$ cat src/rtl/fetch_unit.sv
// fetch_unit: RV32I program counter and single-outstanding instruction fetch sequencer.
// Supplies pc+4 to the next-PC mux and hands fetched words to decode over valid/ready.
module fetch_unit #(
   parameter logic [31:0] RESET_PC = 32'h0000_0000
) (
   input  logic        clk,
   input  logic        reset,
   input  logic [31:0] pc_next,
   input  logic        redirect,
   output logic [31:0] pc_plus4,
   output logic [31:0] pc,
   output logic        imem_req_valid,
   output logic [31:0] imem_req_addr,
   input  logic        imem_req_ready,
   input  logic        imem_rsp_valid,
   input  logic [31:0] imem_rsp_data,
   output logic        inst_valid,
   output logic [31:0] inst_data,
   output logic [31:0] inst_pc,
   input  logic        inst_ready
);

   typedef enum logic [1:0] {
      REQ  = 2'd0,
      WAIT = 2'd1,
      HOLD = 2'd2
   } fetchState;

   fetchState   state;
   logic        drop;
   logic [31:0] reqPc;
   logic [31:0] redirectPc;

   assign redirectPc     = {pc_next[31:2], 2'b00};
   assign pc_plus4       = pc + 32'd4;
   assign imem_req_addr  = pc;
   assign imem_req_valid = (state == REQ);

   // NOTE: every register here is written with <= so all branches see pre-edge values.
   always_ff @(posedge clk) begin
      if (reset) begin
         state      <= REQ;
         pc         <= RESET_PC;
         drop       <= 1'b0;
         reqPc      <= 32'h0;
         inst_valid <= 1'b0;
         inst_data  <= 32'h0;
         inst_pc    <= 32'h0;
      end else begin
         if (redirect) begin
            pc <= redirectPc;
         end
         case (state)
            REQ: begin
               if (imem_req_ready) begin
                  // A redirect racing the acceptance leaves a stale request in flight.
                  reqPc <= pc;
                  drop  <= redirect;
                  state <= WAIT;
               end
            end
            WAIT: begin
               if (imem_rsp_valid) begin
                  drop <= 1'b0;
                  if (!drop && !redirect) begin
                     inst_data  <= imem_rsp_data;
                     inst_pc    <= reqPc;
                     inst_valid <= 1'b1;
                     state      <= HOLD;
                  end else begin
                     state <= REQ;
                  end
               end else if (redirect) begin
                  drop <= 1'b1;
               end
            end
            HOLD: begin
               if (redirect || inst_ready) begin
                  inst_valid <= 1'b0;
                  state      <= REQ;
                  if (!redirect) begin
                     pc <= pc_next;
                  end
               end
            end
            default: begin
               state <= REQ;
            end
         endcase
      end
   end

endmodule

$ cat config.mk
export PLATFORM = sky130hd
export DESIGN_NAME = fetch_unit
export DESIGN_NICKNAME = d
export VERILOG_FILES = /design/src/rtl/fetch_unit.sv
export SDC_FILE = /design/constraint.sdc
export NUM_CORES = 1
export LEC_CHECK = 0
export CAP_MARGIN = 30
export CORE_ASPECT_RATIO = 1.4
export CORE_MARGIN = 2
export CORE_UTILIZATION = 43
export CTS_CLUSTER_SIZE = 40
export DETAILED_ROUTE_END_ITERATION = 6
export GPL_TIMING_DRIVEN = 0
export PLACE_DENSITY_LB_ADDON = 0.15
export SLEW_MARGIN = 20
export SYNTH_ARGS = -nofsm -noshare
export SYNTH_HDL_FRONTEND = slang
export SYNTH_SLANG_ARGS = --single-unit
$ cat constraint.sdc
create_clock -name clk -period 2.1 [get_ports clk]
set_clock_uncertainty 0.05 [all_clocks]
set_input_delay 0.42 -clock clk [delete_from_list [all_inputs] [get_ports clk]]
set_output_delay 0.42 -clock clk [all_outputs]
set_load 0.02 [all_outputs]
; Yosys cells after proc, flatten, opt, wreduce, memory -nomap -nowiden
; Index checks and enable logic that the tools add are counted.
[word_totals]
regBits = 132
latch_bits = 0
ramBits = 0
mem_bits_ro = 0
inputBits = 70
out_inout_bits = 162
elab_cells = 44
memories = 0
[op_classes]
n_addsub = 1
mul = 0
div_mod_pow = 0
n_lt_le_gt_ge = 0
eq_ne = 7
shift = 0
muxes = 17
bitwise = 0
n_reduce_logical = 12
[op_table]
columns = cell, count
row1 = $mux W32, 4
row2 = $add A32 B3 Y32 const B, 1
row3 = $reduce_and A3 Y1, 3
row4 = $mux W2, 4
row5 = $mux W1, 6
row6 = $ne A2 B2 Y1 const B, 3
row7 = $pmux W2 S3, 1
row8 = $pmux W1 S2, 2
row9 = $reduce_and A4 Y1, 1
row10 = $reduce_bool A2 Y1, 2
row11 = $ne A3 B3 Y1 const B, 1
row12 = $eq A2 B1 Y1 const B, 1
row13 = $eq A2 B2 Y1 const B, 1
row14 = $logic_not A1 Y1, 2
row15 = $logic_not A2 Y1, 1
row16 = $ne A2 B1 Y1 const B, 1
row17 = $reduce_and A2 Y1, 1
row18 = $logic_and A1 B1 Y1, 1
row19 = $logic_or A1 B1 Y1, 1

; Logic depth before layout (Yosys ltp)
; Gate-level depths: netlist (run 1).
[logic_depth]
ltp_word = 5
depth_mapped = 7
mapped_depth_nobuf = 5

; Worst setup path before layout (run 1)
; No wires, ideal clock.
[synth_timing]
path_kind = flip-flop to output port
start = register pc[2], in the netlist imem_req_addr[2]
end = output pc_plus4[18]
t_arrival_ns = 1.802
t_required_ns = 1.630
slack_ns = -0.172
path_stages_with_launch = 6
path_buffers = 0
cell_sequence = dfxtp_1 ha_1 and3_1 nand4_4 nor3_1 xor2_1
[synth_between]
elab_chain_len = 1
[synth_rtl]
columns = element, line
row1 = "start, declared", 11  ; output logic [31:0] pc,
row2 = "start signal, assigned", 51  ; pc <= redirectPc;
row3 = "start signal, assigned", 82  ; pc <= pc_next;
row4 = $add A32 B3 Y32, 35  ; assign pc_plus4 = pc + 32'd4;
row5 = "end, declared", 10  ; output logic [31:0] pc_plus4,
; No other way between the ends.

; Worst setup path after layout (run 1)
[layout_timing]
start = register pc[3], in the netlist imem_req_addr[3]
end = output pc_plus4[29]
; Same word-level chain as after synthesis.

==> metrics.md, run 1 <==
| Metric | Value |
|---|---|
| Status | complete, but fails checks |
| Failing checks | negative setup slack |
| PwrDens | 678 nW/µm² |
| Die Width | 100 µm |
| Synthesized Nets | 780 |
| Core area | 12,800 µm² |
| CP Launch Type | register |
| Synth-to-Final Area Change | 66.4% |
| Grt ovf | 0 |
| Hold slack final | 0.272 ns |
| Synth cell count leaders | nand2_1 (262), dfxtp_1 (132), a21oi_1 (128) |
| Fillers | 1,018 |
| Register Area | 2740 µm² |
| Cell variety after synth | 32 |
| Placed cell count | 1,091 |
| Main combinational cell family by area after synthesis | simple AND/OR/NAND/NOR gates |
| Post-layout util | 0.725 |
| Crit share post-route | 1.19 |
| Rel. slew slack | 0.610 |
| Crit path DAT | 2.02 ns |
| VDD IR max | 0.529 mV |
| Vias per cell | 5.03 |
| CTS buffer count | 17 |
| Total GRT Usage | 0.265 |
| Post-Synth Simple-Gate Area | 0.254 |
| Worst-Skew Late Latency | 0.41 ns |
| DR vias | 5,815 |
| Mapped Cells | 709 |
| DRT Wirelength | 18.8 mm |
| Die area | 13,900 µm² |
| Hold Fails Final Rpt | 0 |
| Setup CP Type | register to primary output |
| Initial Util | 0.435 |
| Flop pwr share | 0.425 |
| Clock Sinks | 132 |
| Synth warnings | 0 |
| Fin nets | 1,060 |
| Unrepaired setup endpoints after global routing | yes |
| Clock Root Buffer | clkbuf_16 |
| Global-route wire length before repair | 28.7 mm |
| Max Clock Freq | 0.401 GHz |
| Worst slew pin tran | 0.586 ns |
| Area contributors post-synth | dfxtp_1 (48%), nand2_1 (18%), a21oi_1 (12%) |
| Rows | 49 |
| Post-synth top area cell | dfxtp_1 |
| Multi-input gate area | 2690 µm² |
| Final non-filler cell total | 1,156 |
| Die Height | 138 µm |
| Combinational power share | 0.144 |
| Mux contribution to synthesized area | 0.00541 |
| Max H-tree Level | 4 |
| Final number of setup-violating endpoints | 24 |
| Final worst setup slack | -0.392 ns |
| CP required | 1.63 ns |
| Max-cap violation count | 0 |
| Post-Syn Area | 5550 µm² |
| Switch Pwr | 1.61 mW |
| Global placer's final weighted congestion | 0.853 |
| Switching Fraction | 0.258 |
| # IOs | 232 |
| Routed len/inst | 16.3 µm |
| DR DRC count | 0 |
| Initial antenna violation count | 1 |
| Final Total Pwr | 6.27 mW |
| Register area share after synthesis | 0.476 |
| Most numerous cell in the Yosys netlist | nand2_1 |
| ANT nets after route | 0 |
| Clock network power share | 0.431 |
| XOR/XNOR Fraction of Synth Area | 0.0442 |
| Clk buf depth | 2 |
| Port bufs | 229 |
| Setup crit end kind | primary output |
| Largest net degree at the start of global routing | 17 |
| LEAKAGE | 3.75 nW |
| Initial DRC count | 236 |
| Post-DP HPWL | 12.6 mm |
| Internal Pwr Total | 4.66 mW |
| Post-synth EDFFs | 0 |
| Syn Area/Cell | 7.83 µm² |
| Pins over their slew limit | 0 |
| Post-synthesis register bit count | 132 |
| TritonCTS clock tree | done |
| Compound-Gate Fraction of Synth Area | 0.120 |
| Vias in the first global route | 5,502 |
| Top-area cell type share of the netlist area | 0.476 |
| CTS clk-pin slew, worst paths | 0.06 ns |
| Pre-antenna DRT Iters | 5 |
| Minimum clock period | 2.49 ns |
| Fraction of registers with async set or reset after synthesis | 0 |
| Crit-path max FO | 4 |
| Min-Delay Path Class | primary input to register |
| Layout cells sized above 1 | 0.228 |
| Synth Area in Adders | 0.00225 |
| Top_reg_cell synth | dfxtp_1 |
==> power by group through the flow <==
stage / logic, mW / clock network, mW / registers, mW
finish: 0.903 / 2.70 / 2.66
CTS: 0.895 / 2.73 / 2.66
global route: 0.957 / 2.85 / 2.67
global placement: 0.847 / 0 / 2.73
detailed placement: 0.852 / 0 / 2.73
floorplan: 0.370 / 0 / 2.76
==> timing repair <==
| action | CTS | global route |
|---|---|---|
| hold buffers | 0 | 0 |
| pin swaps | 24 | 15 |
| resized for setup | 233 | 29 |
| buffers inserted | 25 | 8 |
| hold endpoints to repair | 0 | 0 |
| setup endpoints to repair | 63 | 33 |
==> cell families (layout without fill, tap and decap cells) <==
group / Yosys count / count (layout)
multiplexers: 3 / 3
adder cells (fa/ha/maj): 1 / 1
buffers and inverters: 85 / 378
other: 0 / 1
AO/OA/AOI/OAI: 131 / 131
AND/OR/NAND/NOR: 329 / 329
XOR/XNOR: 28 / 28
flip-flops: 132 / 132
==> final timing paths <==
kind	from	depth (start not counted)	slack [ns]	to
worst max-delay path	imem_req_addr[3]	7	-0.39	pc_plus4[29]
worst min-delay path	redirect	2	0.27	state[1]
worst max register to register	state[1]	6	0.40	reqPc[8]
worst min register to register	inst_data[15]	2	0.40	inst_data[15]
==> per-layer routing <==
layer | share of wire | wire, µm | track usage
met3 | 0.066 | 1250 | 0.0597
met5 | 0 | 0 | 0
met1 | 0.37 | 6970 | 0.287
met4 | 0.041 | 773 | 0.140
met2 | 0.52 | 9800 | 0.473
==> state kept, by name (all words and copies together), names as in the netlist <==
name,flops
imem_req_addr,32
inst_data,32
inst_pc,32
reqPc,32
state,2
drop,1
inst_valid,1
==> per-stage QoR <==
step / instance area [µm²] / setup TNS (ns) / setup WS (ns)
2_1_floorplan: 5640 / -0.164 / -0.0378
3_3_place_gp: 8120 / -13.63 / -0.665
3_5_place_dp: 8120 / -13.01 / -0.681
4_1_cts: 9090 / -5.39 / -0.387
5_1_grt: 9240 / -8.21 / -0.446
6_report: 9240 / -6.88 / -0.392
==> cell type report <==
class,instances,area share
flip-flops and latches,132,0.296
multi-input cells,492,0.291
clock buffers,22,0.0491
clock inverters,10,0.00907
plain buffers,82,0.0592
inverters,2,0.000812
repair buffers,262,0.273
diodes,1,0.000271
well taps,153,0.0207
==> worst max-delay path, cell delays in order (launching register included) <==
cell and delay (ns):
dfxtp_4 0.38, buf_6 0.10, nand4_1 0.21, nor3_4 0.30, buf_4 0.15, nand4b_1 0.13, xnor2_2 0.18, buf_4 0.17
==> cells in the final DEF, fill, tap and decap left out, types with 3 or more instances in the layout <==
cell type,Yosys,routed
nor3_1,11,6
and3_4,0,3
and3_1,7,4
buf_6,7,22
clkbuf_1,18,22
nor4_4,0,4
xor2_1,14,10
xor2_2,0,4
nand3_4,0,5
and4_4,0,3
dfxtp_2,0,5
nand4_1,8,8
nor2_1,11,9
xnor2_2,0,9
nand3_2,1,4
xnor2_1,14,5
clkinv_2,0,6
clkdlybuf4s50_1,0,188
dfxtp_1,132,103
nor3_4,0,5
dlymetal6s2s_1,0,5
clkbuf_16,0,17
nand2_1,262,260
mux2i_1,3,3
nand3_1,11,3
buf_2,16,16
and2_1,3,3
dlygate4sd2_1,0,7
dfxtp_4,0,24
a21oi_1,128,128
buf_4,40,85
Power figures use the tool's default switching activity.
==> run 2, diff against run 1 <==
CORE_MARGIN = default   (was 2)
RECOVER_POWER = 25   (was default)
==> run 2 against run 1 <==
  * The run ends with design-rule violations, negative setup slack left
  * Register-to-register slack got worse by 0.30 ns
  * Largest power group unchanged
  * Wire length down 3.1%
  * Largest cell class unchanged
  * Critical path depth did not move
  * Highest routed layer unchanged
  * Maximum frequency down 0.44%
  * Sequential share of layout area increased by 0.34 points
  * Critical endpoint is now pc_plus4[17]
  * Die area shrank 3.4%
==> metrics.md, run 2 (synthesis gave the netlist of run 1 again) <==
| Metric | Value |
|---|---|
| Status | complete, but fails checks |
| Failing checks | design-rule violations, negative setup slack |
| CP Launch Type | register |
| Initial DRC count | 225 (-4.7%) |
| Switch Pwr | 1.65 mW (+2.0%) |
| Highest routed layer | met4 |
| Max Clock Freq | 0.400 GHz (-0.44%) |
| Setup CP Type | register to primary output |
| Crit-path max FO | 6 (+2) |
| Switching Fraction | 0.256 (-0.00202) |
| Die Width | 98.0 µm (-2.0%) |
| Initial Util | 0.447 (+0.0112) |
| Max H-tree Level | 4 (unchanged) |
| Worst slew pin tran | 0.616 ns (+0.0302 ns) |
| Total GRT Usage | 0.269 (+0.00330) |
| Vias in the first global route | 5,470 (-0.58%) |
| Final Total Pwr | 6.44 mW (+2.8%) |
| Crit path DAT | 2.03 ns (about the same) |
| Placed cell count | 1,088 (-0.27%) |
| Clock Root Buffer | clkbuf_16 |
| # IOs | 232 (unchanged) |
| Initial antenna violation count | 0 (-1) |
| Clk buf depth | 2 (unchanged) |
| Area after DPL | 8120 µm² (about the same) |
| Final number of setup-violating endpoints | 25 (+4.2%) |
| Unrepaired setup endpoints after global routing | yes |
| DR DRC count | 11 (+11) |
| Pre-antenna DRT Iters | 7 (+2) |
| Hold Fails Final Rpt | 0 (unchanged) |
| Met2 WL | 9.53 mm (-2.8%) |
| Layout cells sized above 1 | 0.213 (-0.0143) |
| Final non-filler cell total | 1,144 (-1.0%) |
| Final worst setup slack | -0.403 ns (-0.0110 ns) |
| CP required | 1.63 ns (about the same) |
| PwrDens | 709 nW/µm² (+4.5%) |
| Ant. Diodes | 0 (-1) |
| Fillers | 982 (-3.5%) |
| LEAKAGE | 3.64 nW (-2.9%) |
| Routed wl met3 | 1.13 mm (-9.2%) |
| Routed len/inst | 15.9 µm (-2.0%) |
| Worst-Skew Late Latency | 0.41 ns (about the same) |
| DRT Wirelength | 18.2 mm (-3.1%) |
| Rel. slew slack | 0.589 (-0.0201) |
| Crit share post-route | 1.19 (+0.00522) |
| Clock Sinks | 132 (unchanged) |
| Core area | 12,400 µm² (-2.5%) |
| Die area | 13,400 µm² (-3.4%) |
| Final instance area | 9090 µm² (-1.6%) |
| Internal Pwr Total | 4.80 mW (+3.1%) |
| Routed met1 length | 6.83 mm (-2.0%) |
| Minimum clock period | 2.50 ns (+0.0110 ns) |
| Min-Delay Path Class | primary input to register |
| Combinational power share | 0.135 (-0.009) |
| Commonest non-fill, non-tap cell in the layout | nand2_1 |
| Post-layout util | 0.731 (+0.00650) |
| CTS buffer count | 17 (unchanged) |
| Die Height | 136 µm (-1.4%) |
| Setup crit end kind | primary output |
| ANT nets after route | 0 (unchanged) |
| Pins over their slew limit | 0 (unchanged) |
| Most frequent cells in the layout | nand2_1 (261), clkdlybuf4s50_1 (189), a21oi_1 (128), dfxtp_1 (102), buf_4 (80) |
| Clock network power share | 0.451 (+0.020) |
| Global-route wire length before repair | 27.8 mm (-3.2%) |
| Fin nets | 1,052 (-0.75%) |
| Rows | 48 (-2.0%) |
| VDD IR max | 0.550 mV (+4.0%) |
| Global placer's final weighted congestion | 0.824 (-3.3%) |
| Port bufs | 229 (unchanged) |
| Largest net degree at the start of global routing | 17 (unchanged) |
| Max-cap violation count | 0 (unchanged) |
| Flop pwr share | 0.414 (-0.011) |
| DR vias | 5,796 (-0.33%) |
| Post-DP HPWL | 12.4 mm (-1.3%) |
| TritonCTS clock tree | done |
| Final setup TNS | -7.03 ns (-0.150 ns) |
| Synth-to-Final Area Change | 63.7% |
| Grt ovf | 0 (unchanged) |
| Vias per cell | 5.07 (+0.72%) |
| CTS clk-pin slew, worst paths | 0.06 ns (about the same) |
## run 2: cell types whose count changed in the layout (fill, tap and decap cells not counted), sizes merged, moves of 2 or more
cell,before,now
clkbuf,42,48
buf,124,107
dlymetal6s2s,5,2
clkinvlp,2,4
## run 2: metal layers
| metal | vias up | GRT usage |
|---|---|---|
| li1 | 2834 | - |
| met1 | 2705 | 0.286 |
| met2 | 207 | 0.493 |
| met3 | 50 | 0.0581 |
| met4 | 0 | 0.144 |
| met5 | - | 0 |
## run 2: power by group through the flow
| stage | sequential, mW | combinational [mW] | clock [mW] |
|---|---|---|---|
| floorplan | 2.76 | 0.370 | 0 |
| detailed placement | 2.73 | 0.851 | 0 |
| global placement | 2.73 | 0.848 | 0 |
| global route | 2.68 | 0.922 | 3.07 |
| finish | 2.67 | 0.867 | 2.91 |
| CTS | 2.67 | 0.866 | 2.94 |
## run 2: per-stage QoR
step	hold slack [ns]	worst slack, ns
finish	0.263	-0.403
global route	0.287	-0.476
CTS	0.254	-0.363
detailed placement	0.394	-0.626
global placement	0.388	-0.640
floorplan	0.382	-0.0378
## run 2: worst paths after layout
check / slack (ns) / depth (start not counted) / to / start
worst min register to register: 0.40 / 2 / inst_pc[21] / reqPc[21]
worst max register to register: 0.10 / 7 / inst_data[31] / state[0]
worst max-delay path: -0.40 / 7 / pc_plus4[17] / imem_req_addr[2]
worst min-delay path: 0.26 / 2 / state[1] / redirect
## run 2: timing repair
item,in CTS,in global routing
setup buffers,17,8
pin swaps,16,11
resized for setup,205,36
cloned,0,0
setup endpoints to repair,62,33
hold buffers,0,0
## run 2: critical path, cell delays in order, from the launching register on
cell     delay [ns]
dfxtp_4        0.38
buf_4          0.13
nand4_1        0.20
nor3_4         0.33
buf_4          0.16
nand3_2        0.09
xnor2_2        0.15
buf_4          0.17
## run 2: area by class of cell
type | count | area (µm²) | area share
clock buffers | 19 | 453 | 0.0498
multi-input cells | 492 | 2620 | 0.288
inverters | 2 | 7.51 | 0.000826
plain buffers | 82 | 528 | 0.0581
clock inverters | 13 | 133 | 0.0146
well taps | 150 | 188 | 0.0206
flip-flops and latches | 132 | 2730 | 0.300
repair buffers | 254 | 2440 | 0.268
